--- src/rtl/imm_gen_pipe.sv ---
// ID-stage immediate generator: per-opcode extension into a 2-entry valid/ready buffer.
// Optional illegal-opcode statistics counter is built when IMMGEN_STATS_EN is defined.
module imm_gen_pipe #(
    parameter int DATA       = 32,
    parameter int IMMSIZE    = 16,
    parameter int BR_SHIFT   = 0,
    parameter bit LOGIC_ZEXT = 1'b1
) (
    input  logic            clk,
    input  logic            rst,
    input  logic            flush,
    input  logic            in_valid,
    output logic            in_ready,
    input  logic [31:0]     in_instr,
    output logic            out_valid,
    input  logic            out_ready,
    output logic [DATA-1:0] out_imm,
    output logic [1:0]      out_kind,
    output logic            out_illegal,
    output logic [7:0]      ill_cnt
);

    typedef enum logic [1:0] {
        KIND_NONE   = 2'd0,
        KIND_SEXT   = 2'd1,
        KIND_ZEXT   = 2'd2,
        KIND_BRANCH = 2'd3
    } kind_e;

    logic [5:0]         opcode_s;
    logic [IMMSIZE-1:0] imm_field_s;
    logic [DATA-1:0]    sext_s;
    logic [DATA-1:0]    zext_s;
    logic [DATA-1:0]    br_s;
    logic [DATA-1:0]    dec_imm_s;
    kind_e              dec_kind_s;
    logic               dec_ill_s;
    logic               unused_bits_s;

    logic [DATA-1:0]    imm_q [2];
    kind_e              kind_q [2];
    logic               ill_q [2];
    logic               wr_ptr_q, wr_ptr_d;
    logic               rd_ptr_q, rd_ptr_d;
    logic [1:0]         count_q, count_d;
    logic               push_s;
    logic               pop_s;

    assign opcode_s      = in_instr[31:26];
    assign imm_field_s   = in_instr[IMMSIZE-1:0];
    assign unused_bits_s = ^in_instr[25:IMMSIZE];
    assign sext_s        = {{(DATA-IMMSIZE){imm_field_s[IMMSIZE-1]}}, imm_field_s};
    assign zext_s        = {{(DATA-IMMSIZE){1'b0}}, imm_field_s};
    assign br_s          = sext_s << BR_SHIFT;

    // Opcode decode into the {imm, kind, illegal} tuple; undefined opcodes yield zero.
    always_comb begin
        dec_imm_s  = '0;
        dec_kind_s = KIND_NONE;
        dec_ill_s  = 1'b0;
        if (opcode_s > 6'b010001) begin
            dec_ill_s = 1'b1;
        end else begin
            case (opcode_s)
                6'b000001, 6'b000011, 6'b000101, 6'b001100, 6'b001101: begin
                    dec_imm_s  = sext_s;
                    dec_kind_s = KIND_SEXT;
                end
                6'b000111, 6'b001001, 6'b001011: begin
                    if (LOGIC_ZEXT) begin
                        dec_imm_s  = zext_s;
                        dec_kind_s = KIND_ZEXT;
                    end else begin
                        dec_imm_s  = sext_s;
                        dec_kind_s = KIND_SEXT;
                    end
                end
                6'b001110, 6'b001111: begin
                    dec_imm_s  = br_s;
                    dec_kind_s = KIND_BRANCH;
                end
                default: begin
                    dec_imm_s  = '0;
                    dec_kind_s = KIND_NONE;
                end
            endcase
        end
    end

    // in_ready depends only on registered occupancy, so a pop never frees a same-cycle slot.
    assign in_ready  = (count_q != 2'd2);
    assign out_valid = (count_q != 2'd0);
    assign push_s    = in_valid & in_ready & ~flush;
    assign pop_s     = out_valid & out_ready & ~flush;

    // Pointer and occupancy next-state; flush wins over push and pop.
    always_comb begin
        wr_ptr_d = wr_ptr_q;
        rd_ptr_d = rd_ptr_q;
        count_d  = count_q;
        if (flush) begin
            wr_ptr_d = 1'b0;
            rd_ptr_d = 1'b0;
            count_d  = 2'd0;
        end else begin
            if (push_s) begin
                wr_ptr_d = ~wr_ptr_q;
            end else begin
                wr_ptr_d = wr_ptr_q;
            end
            if (pop_s) begin
                rd_ptr_d = ~rd_ptr_q;
            end else begin
                rd_ptr_d = rd_ptr_q;
            end
            case ({push_s, pop_s})
                2'b10:   count_d = count_q + 2'd1;
                2'b01:   count_d = count_q - 2'd1;
                default: count_d = count_q;
            endcase
        end
    end

    // Buffer storage and control state.
    always_ff @(posedge clk or posedge rst) begin
        if (rst) begin
            for (int i = 0; i < 2; i++) begin
                imm_q[i]  <= '0;
                kind_q[i] <= KIND_NONE;
                ill_q[i]  <= 1'b0;
            end
            wr_ptr_q <= 1'b0;
            rd_ptr_q <= 1'b0;
            count_q  <= 2'd0;
        end else begin
            if (push_s) begin
                imm_q[wr_ptr_q]  <= dec_imm_s;
                kind_q[wr_ptr_q] <= dec_kind_s;
                ill_q[wr_ptr_q]  <= dec_ill_s;
            end
            wr_ptr_q <= wr_ptr_d;
            rd_ptr_q <= rd_ptr_d;
            count_q  <= count_d;
        end
    end

    assign out_imm     = out_valid ? imm_q[rd_ptr_q] : '0;
    assign out_kind    = out_valid ? kind_q[rd_ptr_q] : KIND_NONE;
    assign out_illegal = out_valid ? ill_q[rd_ptr_q] : 1'b0;

`ifdef IMMGEN_STATS_EN
    logic [7:0] ill_cnt_q;

    // Saturating count of accepted illegal opcodes; survives flush.
    always_ff @(posedge clk or posedge rst) begin
        if (rst) begin
            ill_cnt_q <= 8'd0;
        end else if (push_s && dec_ill_s && (ill_cnt_q != 8'hFF)) begin
            ill_cnt_q <= ill_cnt_q + 8'd1;
        end
    end

    assign ill_cnt = ill_cnt_q;
`else
    assign ill_cnt = 8'd0;
`endif

endmodule

--- config.mk ---
export PLATFORM = sky130hd
export DESIGN_NAME = imm_gen_pipe
export DESIGN_NICKNAME = d
export VERILOG_FILES = /design/src/rtl/imm_gen_pipe.sv
export SDC_FILE = /design/constraint.sdc
export NUM_CORES = 1
export LEC_CHECK = 0
export BUFFER_PORTS_ARGS = -buffer_cell sky130_fd_sc_hd__buf_2
export CORE_MARGIN = 5
export CORE_UTILIZATION = 38
export DETAILED_ROUTE_END_ITERATION = 6
export GPL_TIMING_DRIVEN = 0
export HOLD_SLACK_MARGIN = 0.05
export PLACE_DENSITY_LB_ADDON = 0.2
export SLEW_MARGIN = 20
export SYNTH_ARGS = -nofsm -noshare
export SYNTH_HDL_FRONTEND = slang
export SYNTH_SLANG_ARGS = --single-unit
--- constraint.sdc ---
create_clock -name clk -period 2.05 [get_ports clk]
set_input_delay 0.41 -clock clk [delete_from_list [all_inputs] [get_ports clk]]
set_output_delay 0.41 -clock clk [all_outputs]
set_load 0.01 [all_outputs]
==> key figures, run 1 <==
Clock tree
  • Max Buffers Root-to-Sink: 2
  • Clock Latency Late Sink: 0.29 ns
  • CTS H-tree lvls: 2
  • Clock sinks: 44
  • Clock transition at path regs: 0.08 ns
  • Clk root buf: clkbuf_8
  • CTS tree: yes
  • CTS Buf Count: 5

Synthesis
  • Number of synthesis warnings: 0
  • Yosys reg bits: 44
  • Library cells used by synthesis: 29
  • Synth Cell Area: 2500 sq um
  • Post-synthesis sequential area ratio: 44.0%
  • Mapped Avg Cell Area: 11.7 sq um
  • Post-Synthesis Cells: 214

STA
  • Hold Vio Cnt, Final: 0
  • # setup viols final: 0
  • Achievable clock frequency: 510 MHz
  • Min cycle time layout: 1.96 ns
  • Fin Clk Skew: 0.00541 ns
  • Unrepaired setup endpoints after global routing: false
  • TNS Setup: 0 ns
  • Period utilisation layout: 95.7%
  • Min Hold Slack: 0.400 ns
  • Max-slew violation count: 0

Die
  • Core Area: 6390 sq um
  • Height of the die: 91.2 um
  • Die width: 91.2 um
  • Initial core utilization: 39.2%
  • Ports: 82
  • Rows: 29
  • Die Area: 8310 sq um

Setup path
  • Buf+Inv Stages, Crit Path: 4
  • Arr. time, crit path: 1.55 ns
  • Flop2flop setup slack: 0.50 ns
  • CP max stage cell: dfrtp_1
  • CP endpoint kind: output pin
  • CP Launch Point: rd_ptr_q
  • CP delay by family, top: buffers and inverters
  • Crit-path cells: buf_6 -> mux2i_4 -> nor2_4 -> clkbuf_16 -> buf_4 -> buf_2
  • Worst Path Required: 1.64 ns
  • Setup Crit Path Kind: register to output pin
  • Critical R2R Launch: count_q[1]
  • CP max stage delay: 0.42 ns
  • Crit path max fanout: 8
  • Setup crit start kind: register

Global routing
  • Number of global-route vias before repair: 1785
  • First-pass GRT wire length: 8.85 mm
  • Initial antenna violation count: 0
  • Total GRT Usage: 13.2%
  • GRT overflow: 0
  • Largest net degree at the start of global routing: 35

Power
  • Fraction of power spent switching nets: 26.6%
  • PD cells: 635 nW/um^2
  • Flop pwr share: 50.2%
  • Total power: 0.00201 W
  • Psw: 0.000535 W
  • Peak supply drop: 494 uV
  • Internal power: 0.00147 W
  • Static Leak: 1.65 nW
  • Comb pwr share: 22.4%
  • Clock share of power: 27.3%

Route
  • Via density: 4.71
  • TritonRoute pass-1 iters: 4
  • WL per Instance: 14.4 um
  • Final antenna-violating net count: 0
  • DRC Markers: 0
  • Final wirelength: 5.38 mm
  • 1st-iter DRT viols: 59
  • Routed vias: 1756

Flow run
  • Max Cap Viol: 0

Finish
  • Nets: 332
  • # diodes: 0
  • Layout cell share with drive strength beyond 1: 51.4%
  • Syn-to-layout area delta: 26.2%
  • Fill cell count: 597
  • Core Util, Final: 49.5%

Placed design
  • Final GP Congestion: 0.735
  • Dpl hpwl: 3.95 mm
  • I/O Buffers: 63

Run status
  • Status: finished, final reports clean

Hold path
  • Worst hold path class: input pin to register
  • Hold path startpoint: flush
-- registers in the layout, indices dropped and copies added (netlist names) --
register / flops
kind_q: 4
ill_q: 2
imm_q: 34
rd_ptr_q: 1
count_q: 2
wr_ptr_q: 1
-- final cells by class --
class | instances | area (sq um) | share of cell area [%]
Multi-Input combinational cell | 134 | 1180 | 37.2
Sequential cell | 44 | 1100 | 34.9
Timing Repair Buffer | 68 | 398 | 12.6
Buffer | 33 | 263 | 8.31
Tap cell | 77 | 96.3 | 3.05
Clock buffer | 8 | 90.1 | 2.85
Inverter | 9 | 33.8 | 1.07
-- path summary, 6_finish.rpt --
path	end	cells after the start
setup / recovery	out_imm[28]	6
hold reg to reg	imm_q[43]	1
setup reg to reg	imm_q[7]	4
min in group asynchronous	imm_q[44]	3
hold / removal	count_q[1]	2
max in group asynchronous	count_q[1]	4
-- synth_stat cells --
cell type   n  share of area [%]
nand2b_1    2               0.50
clkbuf_1    5               0.75
and3_1     16                4.0
and2b_4     1               0.40
a21o_1      2               0.60
or2_2       1               0.25
dfrtp_1    44                 44
o21ai_0     2               0.40
o31ai_1     1               0.30
inv_1       8                1.2
buf_6       4                1.8
buf_2       2               0.40
inv_2       1               0.15
nor2_2      1               0.25
mux2_4     18                 11
nor4_4      2                1.7
o211ai_1    3               0.90
a21oi_1     4               0.80
a21boi_0    2               0.60
nand3_1     1               0.20
o2111ai_1   1               0.35
xor2_1      1               0.35
mux2_2     18                8.1
mux2i_1    25                 10
buf_4      23                6.9
nor3b_1     1               0.30
conb_1      1               0.15
nand3b_1    2               0.60
nor2_1     22                3.3
-- per-stage QoR --
step                      std cells  cell area (sq um)  setup slack, ns
after global placement          361               2940          -0.0519
after floorplan                 221               2530            0.206
after global routing            373               3160          0.00515
final                           373               3160           0.0885
after CTS                       373               3120           0.0385
after detailed placement        362               2960          -0.0934
-- placed cells by master, fill, tap and decap left out, drive strengths merged --
master	Yosys	final
buf	29	94
dfrtp	44	44
mux2	36	36
mux2i	25	25
nor2	23	23
and3	16	16
clkbuf	5	14
inv	9	9
conb	1	8
a21oi	4	4
o211ai	3	3
a21o	2	2
nor4	2	2
a21boi	2	2
nand2b	2	2
nand3b	2	2
o21ai	2	2
and2b	1	1
o2111ai	1	1
xor2	1	1
nand3	1	1
o31ai	1	1
or2	1	1
nor3b	1	1
dlygate4sd3	0	1
-- power by group through the flow --
| stage | Combinational (W) | Clock (W) | Sequential (W) |
|---|---|---|---|
| 2_1_floorplan | 0.000310 | 0 | 0.00100 |
| 3_3_place_gp | 0.000422 | 0 | 0.00102 |
| 3_5_place_dp | 0.000433 | 0 | 0.00102 |
| 4_1_cts | 0.000454 | 0.000572 | 0.00100 |
| 5_1_grt | 0.000497 | 0.000615 | 0.00102 |
| 6_report | 0.000450 | 0.000549 | 0.00101 |
-- per-layer routing --
metal	up-vias	track usage, %	part of all wire [%]
li1	869	-	-
met1	833	16.8	45
met2	49	21.3	47
met3	5	4.79	7.3
met4	0	2.93	0.76
met5	-	0	0
-- logic make-up (layout without fill, tap and decap cells) --
family / Yosys count / after routing / synth area share, %
mux: 61 / 61 / 28.9
simple gates: 49 / 49 / 11.5
flops: 44 / 44 / 44.0
buf+inv: 43 / 118 / 11.2
compound gates: 15 / 15 / 3.95
other cells: 1 / 8 / 0.150
xor+xnor: 1 / 1 / 0.350
-- repair_timing --
item / 4_1_cts / 5_1_grt
endpoints found under the hold margin: 10 / 0
resized for setup: 10 / 5
setup endpoints to repair: 35 / 22
gates cloned: 0 / 1
hold buffers: 1 / 0
buffers inserted: 2 / 0
pin swaps: 1 / 1
(Power assumes the default switching activity.)
==> run 2, diff against run 1 <==
--- a/config.mk
+++ b/config.mk
@@ -6,7 +6,7 @@
 export NUM_CORES = 1
 export LEC_CHECK = 0
 export BUFFER_PORTS_ARGS = -buffer_cell sky130_fd_sc_hd__buf_2
-export CORE_MARGIN = 5
+export CORE_MARGIN = 4
 export CORE_UTILIZATION = 38
 export DETAILED_ROUTE_END_ITERATION = 6
 export GPL_TIMING_DRIVEN = 0
==> run 2 against run 1 <==
Effect of this change: global-route usage up 1.2 points; sequential cell count did not move; register-to-register slack worse by 0.04 ns; count of clock-buffer cells in the layout is 2 lower; design area down 0.87%; critical path depth is the same; core utilization decreased by 0.43 points; clock skew about the same; power is 4.4% higher; fmax rose by 0.79%; first-iteration DRC count rose by 20%; via count is 1.6% lower; largest power group unchanged.
==> key figures, run 2 (synthesis gave the netlist of run 1 again) <==
Run status
  • Status: finished, final reports clean

Route
  • Final wirelength: 5.28 mm
  • WL per Instance: 14.2 um
  • 1st-iter DRT viols: 71
  • Via density: 4.66
  • DRC Markers: 0
  • Final antenna-violating net count: 0
  • Routed vias: 1728
  • TritonRoute pass-1 iters: 4

Clock tree
  • CTS tree: yes
  • Max Buffers Root-to-Sink: 2
  • # hold bufs at CTS: 0
  • Clk root buf: clkbuf_8
  • Clock Latency Late Sink: 0.29 ns
  • CTS Buf Count: 5
  • Clock transition at path regs: 0.08 ns
  • CTS H-tree lvls: 2
  • Clock sinks: 44

Global routing
  • Met1 track demand over resource: 19.8%
  • Global Route met3 Usage: 4.15%
  • Grt peak-use layer: met2
  • First-pass GRT wire length: 8.65 mm
  • GR Util met2: 22.5%
  • Total GRT Usage: 14.4%
  • Largest net degree at the start of global routing: 33
  • Initial antenna violation count: 0
  • Number of global-route vias before repair: 1733
  • GRT overflow: 0

Die
  • Ports: 82
  • Height of the die: 89.2 um
  • Die Area: 7950 sq um
  • Initial core utilization: 39.2%
  • Rows: 29
  • Core Area: 6390 sq um
  • Die width: 89.2 um

STA
  • Min Hold Slack: 0.0483 ns
  • TNS Setup: 0 ns
  • Period utilisation layout: 94.9%
  • Fin Clk Skew: 0.00519 ns
  • # setup viols final: 0
  • Max-slew violation count: 0
  • Achievable clock frequency: 514 MHz
  • Min cycle time layout: 1.95 ns
  • Hold Vio Cnt, Final: 0
  • Unrepaired setup endpoints after global routing: false

Placed design
  • I/O Buffers: 63
  • Placed cell count: 362
  • Dpl hpwl: 3.93 mm
  • Final GP Congestion: 0.747

Setup path
  • Worst Path Required: 1.64 ns
  • Setup Crit Path Kind: register to output pin
  • Crit-path cells: nor2_4 -> clkbuf_8 -> nor2_4 -> buf_12 -> buf_4 -> buf_2
  • Most used cell, CP: nor2_4
  • CP max stage cell: dfrtp_2
  • Arr. time, crit path: 1.54 ns
  • CP max stage delay: 0.46 ns
  • Setup crit start kind: register
  • Crit path max fanout: 16
  • CP endpoint kind: output pin

Finish
  • Layout cell share with drive strength beyond 1: 51.4%
  • Max reg flops: 34
  • Nets: 330
  • Commonest non-fill, non-tap cell in the layout: buf_2
  • Fill cell count: 597
  • Top Registers: imm_q: 34 flops, kind_q: 4 flops
  • Highest-count cells in the layout ignoring fill and taps: buf_2, dfrtp_1, mux2i_1, buf_4, nor2_1
  • # diodes: 0
  • Layout Cells excl Fill: 371
  • Biggest register: imm_q
  • Syn-to-layout area delta: 25.1%

Hold path
  • Worst hold path class: input pin to async pin

Power
  • PD cells: 668 nW/um^2
  • Static Leak: 1.64 nW
  • Peak supply drop: 445 uV

Flow run
  • Max Cap Viol: 0
run 2: cell count changes in the layout (fill, tap and decap cells not counted):
cell           before  now
clkinv_2            0    1
bufinv_16           0    1
clkbuf_8            7    6
mux2i_2             0    1
mux2i_4             1    0
dfrtp_2             2    1
dlygate4sd3_1       1    0
dfrtp_1            42   43
clkbuf_1            4    3
clkbuf_16           1    0
run 2: layout make-up:
| cell class | count | area, sq um | area share, % |
|---|---|---|---|
| buffer | 33 | 263 | 8.39 |
| timing repair buffer | 66 | 363 | 11.6 |
| clock buffer | 6 | 72.6 | 2.32 |
| multi-input combinational | 134 | 1170 | 37.3 |
| clock inverter | 2 | 35.0 | 1.12 |
| sequential | 44 | 1100 | 35.2 |
| tap | 77 | 96.3 | 3.08 |
| inverter | 9 | 33.8 | 1.08 |
run 2: layer usage:
metal,vias up,part of all wire (%)
li1,863,-
met1,816,47
met2,44,46
met3,5,6.5
met4,0,0.72
met5,-,0
run 2: timing repair:
action                     4_1_cts  5_1_grt
setup endpoints to repair       35       27
gates resized for setup          9        3
buffers inserted                 2        0
pin swaps                        1        0
run 2: final timing paths:
kind	start	to	slack, ns	cells after the start
worst min register to register	imm_q[45]	imm_q[45]	0.51	1
worst min-delay path	rst	imm_q[41]	0.05	2
worst max-delay path	count_q[1]	out_imm[25]	0.10	6
min in group clk	flush	count_q[1]	0.40	2
max in group asynchronous	rst	count_q[1]	1.52	3
worst max register to register	count_q[0]	imm_q[44]	0.46	4
run 2: power breakdown:
part / switching [W] / internal, W
Combinational: 0.000206 / 0.000237
Clock: 0.000286 / 0.000362
Sequential: 0.0000510 / 0.000953
run 2: worst max-delay path, delay by kind of cell, from the launching register on:
family / cells / cell delay, ns
buffers and inverters: 4 / 0.58
DFF: 1 / 0.46
and+or+nand+nor: 2 / 0.20
run 2: per-stage QoR:
step	total power, W	instance area (sq um)	worst slack [ns]	util (%)
final	0.00209	3130	0.104	49.1
after global routing	0.00222	3130	0.00799	49.1
after CTS	0.00212	3130	0.00863	49.0
after detailed placement	0.00145	2960	-0.0800	46.4
after global placement	0.00144	2940	-0.0549	46.1
after floorplan	0.00131	2530	0.206	-
